==> src/rtl/seven_segment_mux_if.sv <==
// CPU-side register bus and board-pin outputs of the seven-segment scan driver.
interface seven_segment_mux_if #(
  parameter int NUM_DIGITS = 4
);
  logic                      load;
  logic [4*NUM_DIGITS-1:0]   value;
  logic [NUM_DIGITS-1:0]     dp_in;
  logic                      lz_blank;
  logic                      enable;
  logic [6:0]                segments;
  logic                      dp;
  logic [NUM_DIGITS-1:0]     digit_sel;
  logic                      pending;

  modport master (
    output load, value, dp_in, lz_blank, enable,
    input  segments, dp, digit_sel, pending
  );

  modport slave (
    input  load, value, dp_in, lz_blank, enable,
    output segments, dp, digit_sel, pending
  );
endinterface

==> src/rtl/seven_segment_mux.sv <==
// Time-multiplexed hex seven-segment driver: double-buffered value, prescaled digit scan,
// leading-zero suppression and a blank cycle after every slot change to stop ghosting.
module seven_segment_mux #(
  parameter int NUM_DIGITS     = 4,
  parameter int CLK_DIV        = 50000,
  parameter int SEG_ACTIVE_LOW = 1,
  parameter int SEL_ACTIVE_LOW = 1
) (
  input logic                clk,
  input logic                reset,
  seven_segment_mux_if.slave bus
);

  localparam int CNT_W = (CLK_DIV > 1) ? $clog2(CLK_DIV) : 1;
  localparam int IDX_W = (NUM_DIGITS > 1) ? $clog2(NUM_DIGITS) : 1;
  localparam logic [CNT_W-1:0] CNT_LAST = CNT_W'(CLK_DIV - 1);
  localparam logic [IDX_W-1:0] IDX_LAST = IDX_W'(NUM_DIGITS - 1);

  // Off levels double as XOR masks that convert active-high patterns to pin polarity.
  localparam logic [6:0]            SEG_OFF = (SEG_ACTIVE_LOW != 0) ? 7'h7F : 7'h00;
  localparam logic                  DP_OFF  = (SEG_ACTIVE_LOW != 0);
  localparam logic [NUM_DIGITS-1:0] SEL_OFF = (SEL_ACTIVE_LOW != 0) ? '1 : '0;

  logic [CNT_W-1:0]        cnt;
  logic [IDX_W-1:0]        idx;
  logic [4*NUM_DIGITS-1:0] shadow_value, disp_value;
  logic [NUM_DIGITS-1:0]   shadow_dp, disp_dp;
  logic                    pending_q;
  logic [6:0]              seg_q;
  logic                    dp_q;
  logic [NUM_DIGITS-1:0]   sel_q;

  logic                    tick, frame_tick, show;
  logic [3:0]              cur_nib;
  logic                    cur_dp, cur_blank, blank_chain;
  logic [NUM_DIGITS-1:0]   sel_on;
  logic [6:0]              seg_next;
  logic                    dp_next;

  function automatic logic [6:0] decode_hex(input logic [3:0] nib);
    case (nib)
      4'h0:    decode_hex = 7'h3F;
      4'h1:    decode_hex = 7'h06;
      4'h2:    decode_hex = 7'h5B;
      4'h3:    decode_hex = 7'h4F;
      4'h4:    decode_hex = 7'h66;
      4'h5:    decode_hex = 7'h6D;
      4'h6:    decode_hex = 7'h7D;
      4'h7:    decode_hex = 7'h07;
      4'h8:    decode_hex = 7'h7F;
      4'h9:    decode_hex = 7'h6F;
      4'hA:    decode_hex = 7'h77;
      4'hB:    decode_hex = 7'h7C;
      4'hC:    decode_hex = 7'h39;
      4'hD:    decode_hex = 7'h5E;
      4'hE:    decode_hex = 7'h79;
      default: decode_hex = 7'h71;
    endcase
  endfunction

  assign tick       = (cnt == CNT_LAST);
  assign frame_tick = tick && (idx == IDX_LAST);
  assign show       = bus.enable && !tick;

  // NOTE: every variable gets a default before the loop so no path can infer a latch.
  always_comb begin
    cur_nib     = '0;
    cur_dp      = 1'b0;
    cur_blank   = 1'b0;
    sel_on      = '0;
    blank_chain = bus.lz_blank;
    // Walk from the most significant digit down; a zero stays blank only below blank digits.
    for (int i = NUM_DIGITS - 1; i >= 0; i--) begin
      blank_chain = blank_chain && (disp_value[4*i +: 4] == 4'h0) && !disp_dp[i] && (i != 0);
      if (idx == IDX_W'(i)) begin
        cur_nib   = disp_value[4*i +: 4];
        cur_dp    = disp_dp[i];
        cur_blank = blank_chain;
        sel_on[i] = 1'b1;
      end
    end
    seg_next = cur_blank ? 7'h00 : decode_hex(cur_nib);
    dp_next  = cur_dp && !cur_blank;
  end

  // NOTE: non-blocking assignments so every register samples the same pre-edge state.
  always_ff @(posedge clk) begin
    if (reset) begin
      cnt          <= '0;
      idx          <= '0;
      shadow_value <= '0;
      shadow_dp    <= '0;
      disp_value   <= '0;
      disp_dp      <= '0;
      pending_q    <= 1'b0;
      seg_q        <= SEG_OFF;
      dp_q         <= DP_OFF;
      sel_q        <= SEL_OFF;
    end else begin
      cnt <= tick ? '0 : cnt + 1'b1;
      if (tick) idx <= frame_tick ? '0 : idx + 1'b1;

      // A load landing on the frame tick bypasses the shadow wait entirely.
      if (bus.load && frame_tick) begin
        shadow_value <= bus.value;
        shadow_dp    <= bus.dp_in;
        disp_value   <= bus.value;
        disp_dp      <= bus.dp_in;
        pending_q    <= 1'b0;
      end else if (bus.load) begin
        shadow_value <= bus.value;
        shadow_dp    <= bus.dp_in;
        pending_q    <= 1'b1;
      end else if (frame_tick && pending_q) begin
        disp_value   <= shadow_value;
        disp_dp      <= shadow_dp;
        pending_q    <= 1'b0;
      end

      seg_q <= show ? (seg_next ^ SEG_OFF) : SEG_OFF;
      dp_q  <= show ? (dp_next ^ DP_OFF)   : DP_OFF;
      sel_q <= show ? (sel_on ^ SEL_OFF)   : SEL_OFF;
    end
  end

  assign bus.segments  = seg_q;
  assign bus.dp        = dp_q;
  assign bus.digit_sel = sel_q;
  assign bus.pending   = pending_q;

endmodule

==> src/flat_wrapper.sv <==
// flat-port wrapper written by rule: the top's interface ports become plain ports
module seven_segment_mux_flat 
#(
  parameter int NUM_DIGITS     = 4,
  parameter int CLK_DIV        = 50000,
  parameter int SEG_ACTIVE_LOW = 1,
  parameter int SEL_ACTIVE_LOW = 1
)
  (clk, reset, bus_load, bus_value, bus_dp_in, bus_lz_blank, bus_enable, bus_segments, bus_dp, bus_digit_sel, bus_pending);
  seven_segment_mux_if #(.NUM_DIGITS(NUM_DIGITS)) bus_i ();
  input logic clk;
  input logic reset;
  input wire logic [$bits(bus_i.load)-1:0] bus_load;
  input wire logic [$bits(bus_i.value)-1:0] bus_value;
  input wire logic [$bits(bus_i.dp_in)-1:0] bus_dp_in;
  input wire logic [$bits(bus_i.lz_blank)-1:0] bus_lz_blank;
  input wire logic [$bits(bus_i.enable)-1:0] bus_enable;
  output wire logic [$bits(bus_i.segments)-1:0] bus_segments;
  output wire logic [$bits(bus_i.dp)-1:0] bus_dp;
  output wire logic [$bits(bus_i.digit_sel)-1:0] bus_digit_sel;
  output wire logic [$bits(bus_i.pending)-1:0] bus_pending;
  assign bus_i.load = bus_load;
  assign bus_i.value = bus_value;
  assign bus_i.dp_in = bus_dp_in;
  assign bus_i.lz_blank = bus_lz_blank;
  assign bus_i.enable = bus_enable;
  assign bus_segments = bus_i.segments;
  assign bus_dp = bus_i.dp;
  assign bus_digit_sel = bus_i.digit_sel;
  assign bus_pending = bus_i.pending;
  seven_segment_mux #(.NUM_DIGITS(NUM_DIGITS), .CLK_DIV(CLK_DIV), .SEG_ACTIVE_LOW(SEG_ACTIVE_LOW), .SEL_ACTIVE_LOW(SEL_ACTIVE_LOW)) u_core (.clk(clk), .reset(reset), .bus(bus_i));
endmodule
==> config.mk <==
export PLATFORM = sky130hd
export DESIGN_NAME = seven_segment_mux_flat
export DESIGN_NICKNAME = d
export VERILOG_FILES = /design/src/rtl/seven_segment_mux_if.sv /design/src/rtl/seven_segment_mux.sv /design/src/flat_wrapper.sv
export SDC_FILE = /design/constraint.sdc
export NUM_CORES = 1
export LEC_CHECK = 0
export ABC_AREA = 1
export CORE_UTILIZATION = 35
export DETAILED_ROUTE_END_ITERATION = 8
export PLACE_DENSITY = 0.64
export REMOVE_ABC_BUFFERS = 1
export SYNTH_ARGS = -nofsm -noshare
export SYNTH_HDL_FRONTEND = slang
export SYNTH_SLANG_ARGS = --single-unit
==> constraint.sdc <==
create_clock -name clk -period 3.5 [get_ports clk]
set_clock_uncertainty 0.15 [all_clocks]
set_input_delay 0.7 -clock clk [delete_from_list [all_inputs] [get_ports clk]]
set_output_delay 0.7 -clock clk [all_outputs]
set_load 0.005 [all_outputs]
==> results of run 1 <==
==> how the worst max path moves through the flow <==
stage	from	end	cells past startpoint
finish	u_core.idx[0]$_SDFFE_PP0P_	u_core.bus.segments[1]$_SDFF_PP1_	12
global route	u_core.idx[0]$_SDFFE_PP0P_	u_core.bus.segments[3]$_SDFF_PP1_	11
CTS	u_core.idx[0]$_SDFFE_PP0P_	u_core.bus.segments[1]$_SDFF_PP1_	12
detailed placement	reset	u_core.cnt[6]$_SDFF_PP0_	6
global placement	reset	u_core.cnt[5]$_SDFF_PP0_	6
floorplan	u_core.idx[0]$_SDFFE_PP0P_	u_core.bus.segments[1]$_SDFF_PP1_	12
==> synthesized netlist by cell type, types with 2 or more instances <==
cell type  count  area (um2)
nand2_2        4        25.0
a21oi_1       37         185
nor3b_1        2        15.0
nand4_1        5        31.3
o21ai_1        9        45.0
nand3_1       27         135
dfxtp_1       71        1420
xor2_1         2        17.5
inv_1         74         278
buf_2          5        25.0
nand2_1      120         450
clkbuf_1       6        22.5
clkinv_2       2        10.0
nor2_1        63         236
or2_2          2        12.5
ha_1          11         138
o21ai_0       36         180
buf_6          3        33.8
o211ai_1       2        15.0
nor3_1         8        40.0
inv_2          4        15.0
==> area by class of cell <==
cell class | instances | area [um2] | share of cell area, %
Clock buffer | 11 | 141 | 3.38
Sequential cell | 71 | 1420 | 33.9
Multi-Input combinational cell | 342 | 1690 | 40.4
Tap cell | 133 | 166 | 3.97
Timing Repair Buffer | 39 | 385 | 9.20
Clock inverter | 5 | 81.3 | 1.94
Inverter | 80 | 303 | 7.23
==> worst max-delay path: cells and delay by family (launching register included) <==
family        cells  cell delay (ns)
simple gates      6             0.73
fa+ha+maj         2             0.61
flops             1             0.35
buf+inv           4             0.41
==> placed cells by master, fill, tap and decap left out, types with 2 or more instances in the layout <==
cell type	instances
o21ai_1	9
nand2_2	4
or2_2	2
bufinv_16	2
nor3_1	8
buf_4	2
nand3_1	27
o21ai_0	36
ha_1	11
nor2_1	63
inv_1	74
clkinv_2	3
xor2_1	2
clkdlybuf4s50_1	37
o211ai_1	2
nand2_1	120
inv_2	4
nand4_1	5
a21oi_1	37
nor3b_1	2
clkbuf_8	10
dfxtp_1	71
==> power by group <==
part           leakage (uW)  total [uW]  internal, uW  switching (uW)
Clock              0.000110         731           421             310
Combinational       0.00130         110          54.1            55.7
Sequential         0.000579         835           828            6.74
Total               0.00199        1680          1300             373
==> through the flow <==
step | setup slack [ns] | hold slack, ns | instance area [um2]
after floorplan | 1.46 | 0.268 | 3410
after CTS | 1.15 | 0.311 | 4190
final | 1.13 | 0.308 | 4190
after global placement | 0.937 | 0.282 | 3970
after detailed placement | 0.819 | 0.297 | 3970
after global routing | 0.974 | 0.326 | 4190
==> logic make-up after synthesis <==
logic type	synth area share, %
XOR/XNOR	0.752
flip-flops	40.7
AO/OA/AOI/OAI	13.2
AND/OR/NAND/NOR	30.5
buffers and inverters	11.0
adder cells (fa/ha/maj)	3.94
==> metal layers <==
layer / vias to the layer above / part of all wire [%]
met4: 0 / 1.4
met2: 46 / 46
met5: - / 0
met3: 11 / 3.7
met1: 1377 / 49
li1: 1661 / -
==> registers in the layout (all words and copies together), names as in the netlist <==
name / count
u_core.cnt: 16
u_core.bus.pending: 1
u_core.disp_dp: 4
u_core.bus.digit_sel: 4
u_core.bus.segments: 7
u_core.bus.dp: 1
u_core.disp_value: 16
u_core.shadow_value: 16
u_core.idx: 2
u_core.shadow_dp: 4
==> summary.md, run 1 <==
| Metric | Value |
|---|---|
| Status | complete, no violations |
| Cells after DPL | 665 |
| Distinct cell type count after synthesis | 35 |
| Min-delay src | u_core.shadow_dp[3]$_SDFFE_PP0P_ |
| Max Fclk | 422 MHz |
| Root Buffer | clkbuf_8 |
| Core footprint | 9730 um2 |
| # rows | 36 |
| CTS Buf Count | 9 |
| Synth-to-Final Area Change | 19.8% |
| CTS max path bufs | 2 |
| CTS clock-pin slew for the worst setup and hold paths | about 0.07 ns |
| Max-Cap Viols | 0 |
| Die ar. | 10400 um2 |
| Max Slew Vio Count | 0 |
| CP max stage cell | dfxtp_1 |
| Crit Path Class | flop to flop |
| Worst Path Max Fanout | 7 |
| Fillers | 1033 |
| H-tree Lvls | 3 |
| GP Congestion | 0.823 |
| DR iter-0 viols | 117 |
| First-pass GRT wire length | ~13000 um |
| Vias in the first global route | about 2900 |
| # Post-CTS Setup Buffers | 0 |
| Critical-path cell list | inv_1 -> ha_1 -> inv_1 -> or2_2 -> nand2_1 -> inv_1 -> ha_1 -> inv_1 -> nand2_1 -> nand2_1 -> nand2_1 -> nand2_1 |
| #FFs+latches synth | 71 |
| Hold endpoint | u_core.shadow_dp[3]$_SDFFE_PP0P_ |
| Leakage | 0.00199 uW |
| Final core occ | 43.1% |
| Hold path depth | 2 |
| Warnings from Yosys | 0 |
| Share of layout cells above drive strength 1 | just over 7% |
| Die H | between 100 and 150 um |
| Vias per cell | between 4 and 5 |
| CTS Sinks | 71 |
| GRT Overall Usage | 16.0% |
| PnR Total Power | 1680 uW |
| Syn avg cell area | 6.90 um2 |
| Drt wl/cell | 10.7 um |
| Port Buffers | 37 |
| Pwr per Cell Area | 400 nW/um2 |
| Ys flop type | dfxtp_1 |
| Worst R2R End | u_core.bus.segments[1]$_SDFF_PP1_ |
| Minimum clock period | 2.37 ns |
| Grt ovf | 0 |
| Final setup viols | 0 |
| Part of the cycle the worst path needs | around 68% |
| Initial core utilization | approximately 36% |
| Remaining antenna violation count | 0 |
| Most frequent cell on the critical path | nand2_1 |
| Flop2flop setup slack | 1.13 ns |
| Slowest stage delay, CP | 0.35 ns |
| Async set or reset register ratio after synthesis | 0% |
| GRT Max-Usage Layer | met2 |
| HPWL after DPL | between 5000 and 6000 um |
| Ports | 38 |
| Largest net degree at the start of global routing | 40 |
| Critical Path AT | 2.45 ns |
| Post-synthesis sequential area ratio | about two fifths |
| Syn Inst Count | around 510 |
| Initial antenna violation count | 0 |
| Drt first pass iters | 4 |
| Normalized max-slew margin | 62.7% |
| Worst-skew pair later-pin latency | 0.36 ns |
| Cts repair resizes | 0 |
| Routing usage on met3 | slightly above 4% |
| Required time of the critical path | 3.58 ns |
| Final wirelength | 7300 um |
| # DRC | 0 |
| Ant diodes | 0 |
| Hold-fix buffers, CTS | 0 |
| VDD IR-drop max | 232 uV |
| CTS tree | built |
| Grt met1 use | 20.3% |
| Unrepaired setup endpoints after global routing | no |
| Worst slew pin tran | 0.555 ns |
| CP Launch Type | flop |
| Nets | 579 |
| Die Width | 102 um |
| Number of synthesized flops with an enable pin | 0 |
| HP Class | flop to flop |
| Via Count | 3095 |
| Crit path capture type | flop |
| M2 GR Usage | 26.6% |
| R2r startpoint | u_core.idx[0]$_SDFFE_PP0P_ |
| Setup TNS | 0 ns |
| Synthesized cell area | around 3500 um2 |
| Final hold vios | 0 |
| Post-Layout Cell Count | 681 |
| R2R cell count | 12 |
Note: power is estimated with default switching activity, not from simulation.
==> run 2, diff against run 1 <==
--- a/config.mk
+++ b/config.mk
@@ -8,7 +8,7 @@
 export ABC_AREA = 1
 export CORE_UTILIZATION = 35
 export DETAILED_ROUTE_END_ITERATION = 8
-export PLACE_DENSITY = 0.64
+export PLACE_DENSITY = 0.66
 export REMOVE_ABC_BUFFERS = 1
 export SYNTH_ARGS = -nofsm -noshare
 export SYNTH_HDL_FRONTEND = slang
==> constraint.sdc (replaced) <==
create_clock -name clk -period 1.95 [get_ports clk]
set_clock_uncertainty 0.15 [all_clocks]
set_input_delay 0.39 -clock clk [delete_from_list [all_inputs] [get_ports clk]]
set_output_delay 0.39 -clock clk [all_outputs]
set_load 0.005 [all_outputs]
==> run 2 against run 1 <==
- first-iteration DRC count rose by 26%
- count of clock-buffer cells in the layout up 1
- final cell count rose by 4.6%
- global-route usage increased by 0.39 points
- die area unchanged
- clock power is 90% higher
- core utilization rose by 4.0 points
- critical path depth is 2 lower
- total power rose by 85%
- worst hold slack worse by 0.0064 ns
==> summary.md, run 2 (same netlist as run 1, synthesis figures left out) <==
| Metric | Value |
|---|---|
| Switch share | 22.0% |
| Top delay family on crit path | buffers and inverters |
| FF+latch area | 1430 um2 |
| Sequential power share | 48.3% |
| Required time of the critical path | 2.04 ns |
| Die Width | 102 um |
| Regs by FF count | u_core.cnt: 16 flops, u_core.disp_value: 16 flops, u_core.shadow_value: 16 flops |
| Fillers | 1002 |
| Power share of the combinational group | around 6.7% |
| Drt wl/cell | 11.3 um |
| R2r startpoint | u_core.idx[0]$_SDFFE_PP0P_ |
| First-pass GRT wire length | 13500 um |
| Port Buffers | 37 |
| Via Count | roughly 3200 |
| R2R cell count | 10 |
| CTS Buf Count | 9 |
| HP Class | flop to flop |
| Setup TNS | 0 ns |
| Cell Int Power | ~2400 uW |
| Most frequent cells in the layout | nand2_1 (116), inv_1 (70), dfxtp_1 (69) |
| Flop2flop setup slack | 0.09 ns |
| Remaining antenna violation count | 0 |
| Root Buffer | clkbuf_8 |
| Max Fclk | around 540 MHz |
| Worst slew pin tran | 0.350 ns |
| Final setup viols | 0 |
| # DRC | 0 |
| Max-Cap Viols | 0 |
| Nets | slightly above 600 |
| Sw Pwr | 682 uW |
| Critical Path AT | 1.95 ns |
| Initial core utilization | 35.9% |
| Largest net degree at the start of global routing | 24 |
| Unrepaired setup endpoints after global routing | yes |
| GRT Overall Usage | 16.4% |
| # rows | 36 |
| Status | complete, no violations |
| Crit Path Class | flop to flop |
| Placed cell area | about 4200 um2 |
| Die ar. | 10400 um2 |
| Die H | 102 um |
| Setup crit end | u_core.bus.segments[1]$_SDFF_PP1_ |
| Final wirelength | 8080 um |
| Part of the cycle the worst path needs | a little over nine tenths |
| CP Launch Type | flop |
| Worst Path Max Fanout | 6 |
| Max Slew Vio Count | 0 |
| Synth-to-Final Area Change | 31.0% |
| Clock power frac | roughly 45% |
| Post-Layout Inst Area | approximately 4600 um2 |
| Leading cell type in the layout, fill and taps excluded | nand2_1 |
| Grt ovf | 0 |
| Minimum clock period | 1.86 ns |
| CP max stage cell | dfxtp_2 |
| VDD IR-drop max | 284 uV |
| Final hold vios | 0 |
| Crit path buf inv count | 3 |
| CTS max path bufs | 2 |
| Drt first pass iters | 4 |
| Slowest stage delay, CP | 0.33 ns |
| PnR Total Power | 3100 uW |
| HPWL after DPL | ~5700 um |
| Initial antenna violation count | 0 |
| Crit. path cell count | 10 |
| CTS tree | built |
| Ant diodes | 0 |
| Core footprint | 9730 um2 |
| CTS clock-pin slew for the worst setup and hold paths | approximately 0.080 ns |
| Most frequent cell on the critical path | nand2_1 |
| Crit path capture type | flop |
| Vias in the first global route | 3024 |
| GP Congestion | approximately 0.85 |
| Worst-skew pair later-pin latency | 0.36 ns |
| Area of the multi-input gates | 1810 um2 |
| Final core occ | 47.1% |
| Worst R2R End | u_core.bus.segments[1]$_SDFF_PP1_ |
| Vias per cell | 4.55 |
| Normalized max-slew margin | ~76% |
| Ports | 38 |
| Leakage | 0.00215 uW |
| DR iter-0 viols | ~150 |
| H-tree Lvls | 3 |
| Hold slack | 0.302 ns |
| Critical Path Start | u_core.idx[0]$_SDFFE_PP0P_ |
| CTS Sinks | 71 |
| Share of layout cells above drive strength 1 | 16.2% |
| Hold-fix buffers, CTS | 0 |
| Pwr per Cell Area | 676 nW/um2 |
| Critical-path cell list | buf_4 -> ha_4 -> buf_4 -> a21oi_1 -> nand2_1 -> a21boi_4 -> buf_6 -> nand2_1 -> nand2_1 -> nand2_1 |
-- run 2: how the worst min path moves through the flow --
stage	startpoint	end	slack [ns]	depth (start not counted)
CTS	u_core.shadow_dp[3]$_SDFFE_PP0P_	u_core.shadow_dp[3]$_SDFFE_PP0P_	0.31	2
global placement	u_core.cnt[0]$_SDFF_PP0_	u_core.cnt[0]$_SDFF_PP0_	0.28	1
detailed placement	u_core.cnt[0]$_SDFF_PP0_	u_core.cnt[0]$_SDFF_PP0_	0.29	1
global route	u_core.cnt[0]$_SDFF_PP0_	u_core.cnt[0]$_SDFF_PP0_	0.32	1
finish	u_core.cnt[0]$_SDFF_PP0_	u_core.cnt[0]$_SDFF_PP0_	0.30	1
floorplan	u_core.cnt[0]$_SDFF_PP0_	u_core.cnt[0]$_SDFF_PP0_	0.27	1
-- run 2: worst register-to-register path: cells and delay by family, from the launching register on --
| family | cells | cell delay (ns) |
|---|---|---|
| adder cells (fa/ha/maj) | 1 | 0.18 |
| flip-flops | 1 | 0.33 |
| AND/OR/NAND/NOR | 4 | 0.28 |
| AO/OA/AOI/OAI | 2 | 0.37 |
| buffers and inverters | 3 | 0.44 |
-- run 2: cell type report --
type	count	area share (%)
multi-input combinational	342	39.5
sequential	71	31.2
timing repair buffer	70	13.7
inverter	80	6.72
tap	133	3.63
clock buffer	12	3.61
clock inverter	4	1.67
-- run 2: power by group through the flow --
| stage | clock network [uW] | logic [uW] | registers, uW |
|---|---|---|---|
| 2_1_floorplan | 0 | 91.3 | 1530 |
| 3_3_place_gp | 0 | 203 | 1530 |
| 3_5_place_dp | 0 | 206 | 1530 |
| 4_1_cts | 1430 | 207 | 1500 |
| 5_1_grt | 1470 | 236 | 1500 |
| 6_report | 1390 | 206 | 1500 |
-- run 2: per-stage QoR --
stage                     std cells  worst slack (ns)
after global placement          691           -0.0577
after floorplan                 493           -0.0887
after CTS                       708           0.00521
after global routing            712           -0.0510
after detailed placement        691            -0.117
final                           712            0.0912
-- run 2: what timing repair did --
action / 4_1_cts / 5_1_grt
endpoints found under the hold margin: 0 / 0
pin swaps: 1 / 7
resized for setup: 9 / 26
setup endpoints to repair: 7 / 7
buffers inserted: 1 / 4
-- run 2: layer usage --
metal	global-route usage (%)	part of all wire [%]
met1	21.1	49
met2	26.9	47
met3	3.01	2.6
met4	7.25	1.5
met5	0	0
==> patch 1 (settings of run 2) <==
`NUM_DIGITS` is set to 4 in 3 places; all go to 8.
--- a/src/rtl/seven_segment_mux_if.sv
+++ b/src/rtl/seven_segment_mux_if.sv
@@ -1,6 +1,6 @@
 // CPU-side register bus and board-pin outputs of the seven-segment scan driver.
 interface seven_segment_mux_if #(
-  parameter int NUM_DIGITS = 4
+  parameter int NUM_DIGITS = 8
 );
   logic                      load;
   logic [4*NUM_DIGITS-1:0]   value;
--- a/src/rtl/seven_segment_mux.sv
+++ b/src/rtl/seven_segment_mux.sv
@@ -1,7 +1,7 @@
 // Time-multiplexed hex seven-segment driver: double-buffered value, prescaled digit scan,
 // leading-zero suppression and a blank cycle after every slot change to stop ghosting.
 module seven_segment_mux #(
-  parameter int NUM_DIGITS     = 4,
+  parameter int NUM_DIGITS     = 8,
   parameter int CLK_DIV        = 50000,
   parameter int SEG_ACTIVE_LOW = 1,
   parameter int SEL_ACTIVE_LOW = 1
--- a/src/flat_wrapper.sv
+++ b/src/flat_wrapper.sv
@@ -1,7 +1,7 @@
 // flat-port wrapper written by rule: the top's interface ports become plain ports
 module seven_segment_mux_flat 
 #(
-  parameter int NUM_DIGITS     = 4,
+  parameter int NUM_DIGITS     = 8,
   parameter int CLK_DIV        = 50000,
   parameter int SEG_ACTIVE_LOW = 1,
   parameter int SEL_ACTIVE_LOW = 1
Ports: changed (resized bus_digit_sel, bus_dp_in and bus_value); port bits go from 38 to 62. The function was not compared with the original's and may differ.
==> patch 1 against run 2 <==
- the run now ends with negative setup slack left
- cell count grew 73%
- routed wire length rose by 120%
- cell area is 100% higher
- total power rose by 100%
- setup slack got worse by 0.34 ns
- non-clock buffer count rose by 89
- sequential cell count rose by 45
- combinational power is 120% higher
- via count up 82%
- synthesized area grew 61%
- highest routed layer unchanged
==> patch 1: results (changes against run 2) <==
[global_routing]
grt_max_degree = 60  ; was 24

[placed_design]
place.gp.congestion = 0.861  ; was 0.845
dp_cells = 1163  ; was 691
port_buffers = 61  ; was 37

[clock_tree]
clk_pin_slew_ns = 0.05  ; was 0.08 ns
htreeDepth = 4  ; was 3
cts_root_buffer = clkbuf_16  ; was clkbuf_8
ctsResizeCount = 238  ; was 9
clkLatencyLatePin_ns = 0.43  ; was 0.36 ns
post_cts_buffers = 18  ; was 1
numCtsBuffers = 17  ; was 9

[pwr]
peakVddDrop_v = 0.000650  ; was 0.000284 V
p_comb_frac = 0.073  ; was 0.067
p_leak_uw = 0.00389  ; was 0.00215 uW
seq_cell_power_uw = 2450  ; was 1500 uW

[worst_setup_path]
rr_worst_depth = 17  ; was 10
timing.rr.start = u_core.idx[1]  ; was u_core.idx[0]
critPathMaxFanout = 4  ; was 6
cp.arrival_ns = 2.35  ; was 1.95 ns

[synth]
synth.yosys.seq_area_share = 0.412  ; was 0.407
synth_common_cells = nand2_1 (163), nor2_1 (158), inv_1 (137)  ; was nand2_1 (120), inv_1 (74), dfxtp_1 (71)
synth_area_leaders = dfxtp_1 (41%), nand2_1 (11%), nor2_1 (11%)  ; was dfxtp_1 (41%), nand2_1 (13%), inv_1 (7.9%)
avgSynthCellArea_sq_um = 6.59  ; was 6.90 sq um

[sta]
relSlewSlack = 0.687  ; was 0.765
setup_slack_ns = -0.248  ; was 0.0912 ns
finalSetupViolCount = 48  ; was 0
whs_ns = 0.280  ; was 0.302 ns

[min_path]
holdCritPathClass = in -> reg  ; was reg -> reg
worstHoldStart = bus_load  ; was u_core.cnt[0]

[layout]
drive_above_1_share = 0.330  ; was 0.162
reg.largest.list = u_core.disp_value: 32 flops, u_core.shadow_value: 32 flops, u_core.cnt: 16 flops  ; was u_core.cnt: 16 flops, u_core.disp_value: 16 flops, u_core.shadow_value: 16 flops

[drt]
wire_per_inst_microns = 14.2  ; was 11.3 microns
vias = 5896  ; was 3,240
totalWireLength_microns = 17500  ; was 8080 microns

[outcome]
violations = negative setup slack
status = finished with violations  ; was completed

==> patch 1: cell types whose count changed in the layout (fill, tap and decap cells not counted), sizes merged, moves of 11 or more <==
cell	change
inv	+68
nand3	+11
nor2	+94
clkdlybuf4s50	+23
dfxtp	+45
a21oi	+21
o21ai	+49
nand2	+41
buf	+65
==> patch 1: critical path: stages (launching register included) <==
cell     delay, ns
dfxtp_4       0.37
inv_4         0.08
ha_4          0.16
nand2_4       0.08
or2_4         0.24
nand3_2       0.07
nand2_1       0.05
nand2_1       0.05
nand2_1       0.05
nand2_2       0.11
nand2_4       0.11
inv_6         0.09
ha_2          0.18
inv_2         0.03
nand2_1       0.06
nand2_1       0.05
nand2_1       0.06
nand3_1       0.06
==> patch 1: kinds of logic (layout without fill, tap and decap cells) <==
| group | count (synthesis) | after routing | synth area share |
|---|---|---|---|
| muxes | 1 | 1 | 0.00178 |
| AOI/OAI and AO/OA | 156 | 156 | 0.141 |
| DFF | 116 | 116 | 0.412 |
| and+or+nand+nor | 387 | 389 | 0.283 |
| xor gates and xnor gates | 3 | 3 | 0.00467 |
| adders and majority gates | 13 | 13 | 0.0289 |
| buffers and inverters | 179 | 335 | 0.129 |
==> patch 1: how the worst max path moves through the flow <==
| stage | end | slack, ns | cells past startpoint | start |
|---|---|---|---|---|
| floorplan | u_core.disp_value[0] | -0.75 | 10 | u_core.cnt[0] |
| global placement | u_core.bus.segments[3] | -0.40 | 16 | u_core.idx[0] |
| detailed placement | u_core.bus.segments[3] | -0.48 | 16 | u_core.idx[1] |
| CTS | u_core.bus.segments[0] | -0.15 | 17 | u_core.idx[0] |
| global route | u_core.bus.segments[5] | -0.36 | 18 | u_core.idx[0] |
| finish | u_core.bus.segments[5] | -0.25 | 17 | u_core.idx[1] |
==> patch 1: per-stage QoR <==
stage / setup WS (ns) / power, uW / area (sq um) / TNS (ns)
after detailed placement: -0.483 / 2870 / 6850 / -9.00
after CTS: -0.146 / 6330 / 8780 / -2.58
after floorplan: -0.750 / 2660 / 5450 / -31.73
final: -0.248 / 6330 / 9220 / -5.76
after global routing: -0.361 / 6530 / 9220 / -10.82
after global placement: -0.397 / 2860 / 6850 / -7.36
==> patch 1: metal layers <==
metal  vias to the layer above  part of all wire  track usage
met5                         -                 0            0
met4                         0             0.043        0.114
met3                        55             0.047       0.0428
met2                       183              0.48        0.353
met1                      2713              0.43        0.259
li1                       2945                 -            -
==> patch 1: cell type report <==
type,count,area [sq um],area share
inverter,145,574,0.0623
clock buffer,18,439,0.0476
sequential,116,2340,0.254
multi-input combinational,562,3700,0.402
clock inverter,13,206,0.0224
tap,216,270,0.0293
timing repair buffer,159,1690,0.183
==> patch 2 (settings of run 2) <==
Without the edit above. Reset style: asynchronous (`reset`), changed in one clocked block.
--- a/src/rtl/seven_segment_mux.sv
+++ b/src/rtl/seven_segment_mux.sv
@@ -84,7 +84,7 @@
   end
 
   // NOTE: non-blocking assignments so every register samples the same pre-edge state.
-  always_ff @(posedge clk) begin
+  always_ff @(posedge clk or posedge reset) begin
     if (reset) begin
       cnt          <= '0;
       idx          <= '0;
Check against the original RTL: differs if reset is asserted again (counterexample within 4 cycles, from zero or initial values and one cycle with reset high); with reset held inactive, the same outputs for 10 cycles.
==> patch 2 against run 2 <==
- the run now ends with negative setup slack left
- routed wire length is 2.3% lower
- first-iteration DRC count is 3.4% lower
- total power increased by 2.3%
- die area up 3.3%
- setup slack worse by 0.10 ns
- cell area up 4.5%
- critical path depth grew 2
- count of clock-buffer cells in the layout fell by 3
- synthesized area rose by 3.4%
- sequential cell count unchanged
- clock power rose by 4%
- via count down 9.4%
==> patch 2: results (changes against run 2) <==
[sta]
whs_ns = 0.283  ; was 0.302 ns
relSlewSlack = 0.698  ; was 0.765
setup_slack_ns = -0.0112  ; was 0.0912 ns
tns_ns = -0.0112  ; was 0 ns
finalSetupViolCount = 1  ; was 0

[placed_design]
dpl.hpwl_microns = 5380  ; was 5660 microns
placed_cell_area_sq_um = 4330  ; was 4160 sq um
place.gp.congestion = 0.853  ; was 0.845
port_buffers = 37  ; unchanged

[outcome]
status = finished with violations  ; was completed
violations = negative setup slack

[layout]
fillers = 983  ; was 1,002
n_antenna_cell = 0  ; unchanged
drive_above_1_share = 0.298  ; was 0.162
layout.nets = 537  ; was 610
reg.largest.list = u_core.cnt: 16 flops, u_core.disp_value: 16 flops, u_core.shadow_value: 16 flops  ; unchanged

[drt]
wl_met2_microns = 3730  ; was 3760 microns
wl_met1_microns = 3700  ; was 3990 microns
highest-signal-layer = met4  ; unchanged
drt_first_iter_violations = 142  ; was 147
wire_per_inst_microns = 12.4  ; was 11.3 microns
vias_per_cell = 4.60  ; was 4.55
dr_wl_met3_microns = 285  ; was 210 microns
drtPass1Iterations = 6  ; was 4

[clock_tree]
cts_root_buffer = clkbuf_8  ; unchanged
clkLatencyLatePin_ns = 0.35
numCtsBuffers = 9  ; unchanged
htreeDepth = 3  ; unchanged
clock_path_buffers = 2  ; unchanged
clk_pin_slew_ns = 0.08  ; about the same

[synth]
synth_adder_area_share = 0.0381  ; was 0.0394
async_reset_ff_frac = 1.00  ; was 0
synth.yosys.seq_area_share = 0.496  ; was 0.407
ys.flop_type = dfrtp_1  ; was dfxtp_1
muxShareOfSynthArea = 0  ; unchanged
synth_common_cells = nand2_1 (123), dfrtp_1 (59), inv_1 (57)  ; was nand2_1 (120), inv_1 (74), dfxtp_1 (71)
synth_compound_area_frac = 0.101  ; was 0.132
synth_area_leaders = dfrtp_1 (41%), nand2_1 (13%), dfstp_2 (8.7%)  ; was dfxtp_1 (41%), nand2_1 (13%), inv_1 (7.9%)
synthXorXnorAreaFrac = 0.0121  ; was 0.00752
ys_types = 32  ; was 35
yosysWarnings = 0  ; unchanged

[worst_setup_path]
r2r-end = u_core.bus.segments[5]  ; was u_core.bus.segments[1]
critPathMaxFanout = 5  ; was 6
critPathSlowestCell = dfrtp_1  ; was dfxtp_2
cp.arrival_ns = 2.11  ; was 1.95 ns
timing.rr.start = u_core.idx[1]  ; was u_core.idx[0]
rr_worst_depth = 12  ; was 10
cpPeakStageDelay_ns = 0.43  ; was 0.33 ns
rrSetupSlack_ns = -0.01  ; was 0.09 ns

[global_routing]
global_route.usage.met2 = 0.249  ; was 0.269
antenna_found_initial = 0  ; unchanged
grt_use_met3 = 0.0283  ; was 0.0301
grt_max_degree = 72  ; was 24
grt_usage = 0.157  ; was 0.164
grt_pass1_wl_microns = 13500  ; about the same
met1_usage = 0.206  ; was 0.211
grt_pass1_vias = 2909  ; was 3,024

[min_path]
holdCritPathClass = in -> async  ; was reg -> reg

[pwr]
peakVddDrop_v = 0.000278  ; was 0.000284 V
p_leak_uw = 0.00234  ; was 0.00215 uW

-- patch 2: per-stage QoR --
step,cells,setup slack (ns)
global placement,619,-0.165
CTS,638,0.000376
finish,639,-0.0112
floorplan,420,-0.367
global route,639,-0.119
detailed placement,619,-0.250
-- patch 2: final cells by class --
cell class | instances | area, sq um | share of cell area
Sequential cell | 71 | 1790 | 0.375
Multi-Input combinational cell | 283 | 1650 | 0.344
Timing Repair Buffer | 70 | 669 | 0.140
Inverter | 66 | 263 | 0.0549
Tap cell | 133 | 166 | 0.0348
Clock buffer | 9 | 124 | 0.0259
Clock inverter | 7 | 120 | 0.0251
-- patch 2: worst max path at each step --
stage,from,to,slack (ns)
2_1_floorplan,reset,u_core.bus.pending,-0.37
3_3_place_gp,u_core.idx[0],u_core.bus.segments[3],-0.17
3_5_place_dp,u_core.idx[0],u_core.bus.segments[3],-0.25
4_1_cts,u_core.idx[0],u_core.bus.segments[5],0.0004
5_1_grt,u_core.idx[1],u_core.bus.segments[5],-0.12
6_report,u_core.idx[1],u_core.bus.segments[5],-0.01
-- patch 2: repair_timing --
| item | CTS | global route |
|---|---|---|
| pin swaps | 2 | 6 |
| hold endpoints to repair | 0 | 0 |
| setup endpoints to repair | 7 | 28 |
| resized for setup | 19 | 32 |
| buffers inserted | 3 | 1 |
-- patch 2: power by group --
| group | leakage [uW] | internal [uW] | switching [uW] |
|---|---|---|---|
| combinational | 0.00133 | 89.3 | 105 |
| sequential | 0.000893 | 1520 | 11.3 |
| clock | 0.000120 | 854 | 589 |
-- patch 2: worst max-delay path: cells and delay by family, from the launching register on --
family,cells,cell delay (ns)
adder cells (fa/ha/maj),2,0.33
AO/OA/AOI/OAI,2,0.11
buffers and inverters,2,0.27
flip-flops,1,0.43
AND/OR/NAND/NOR,6,0.61
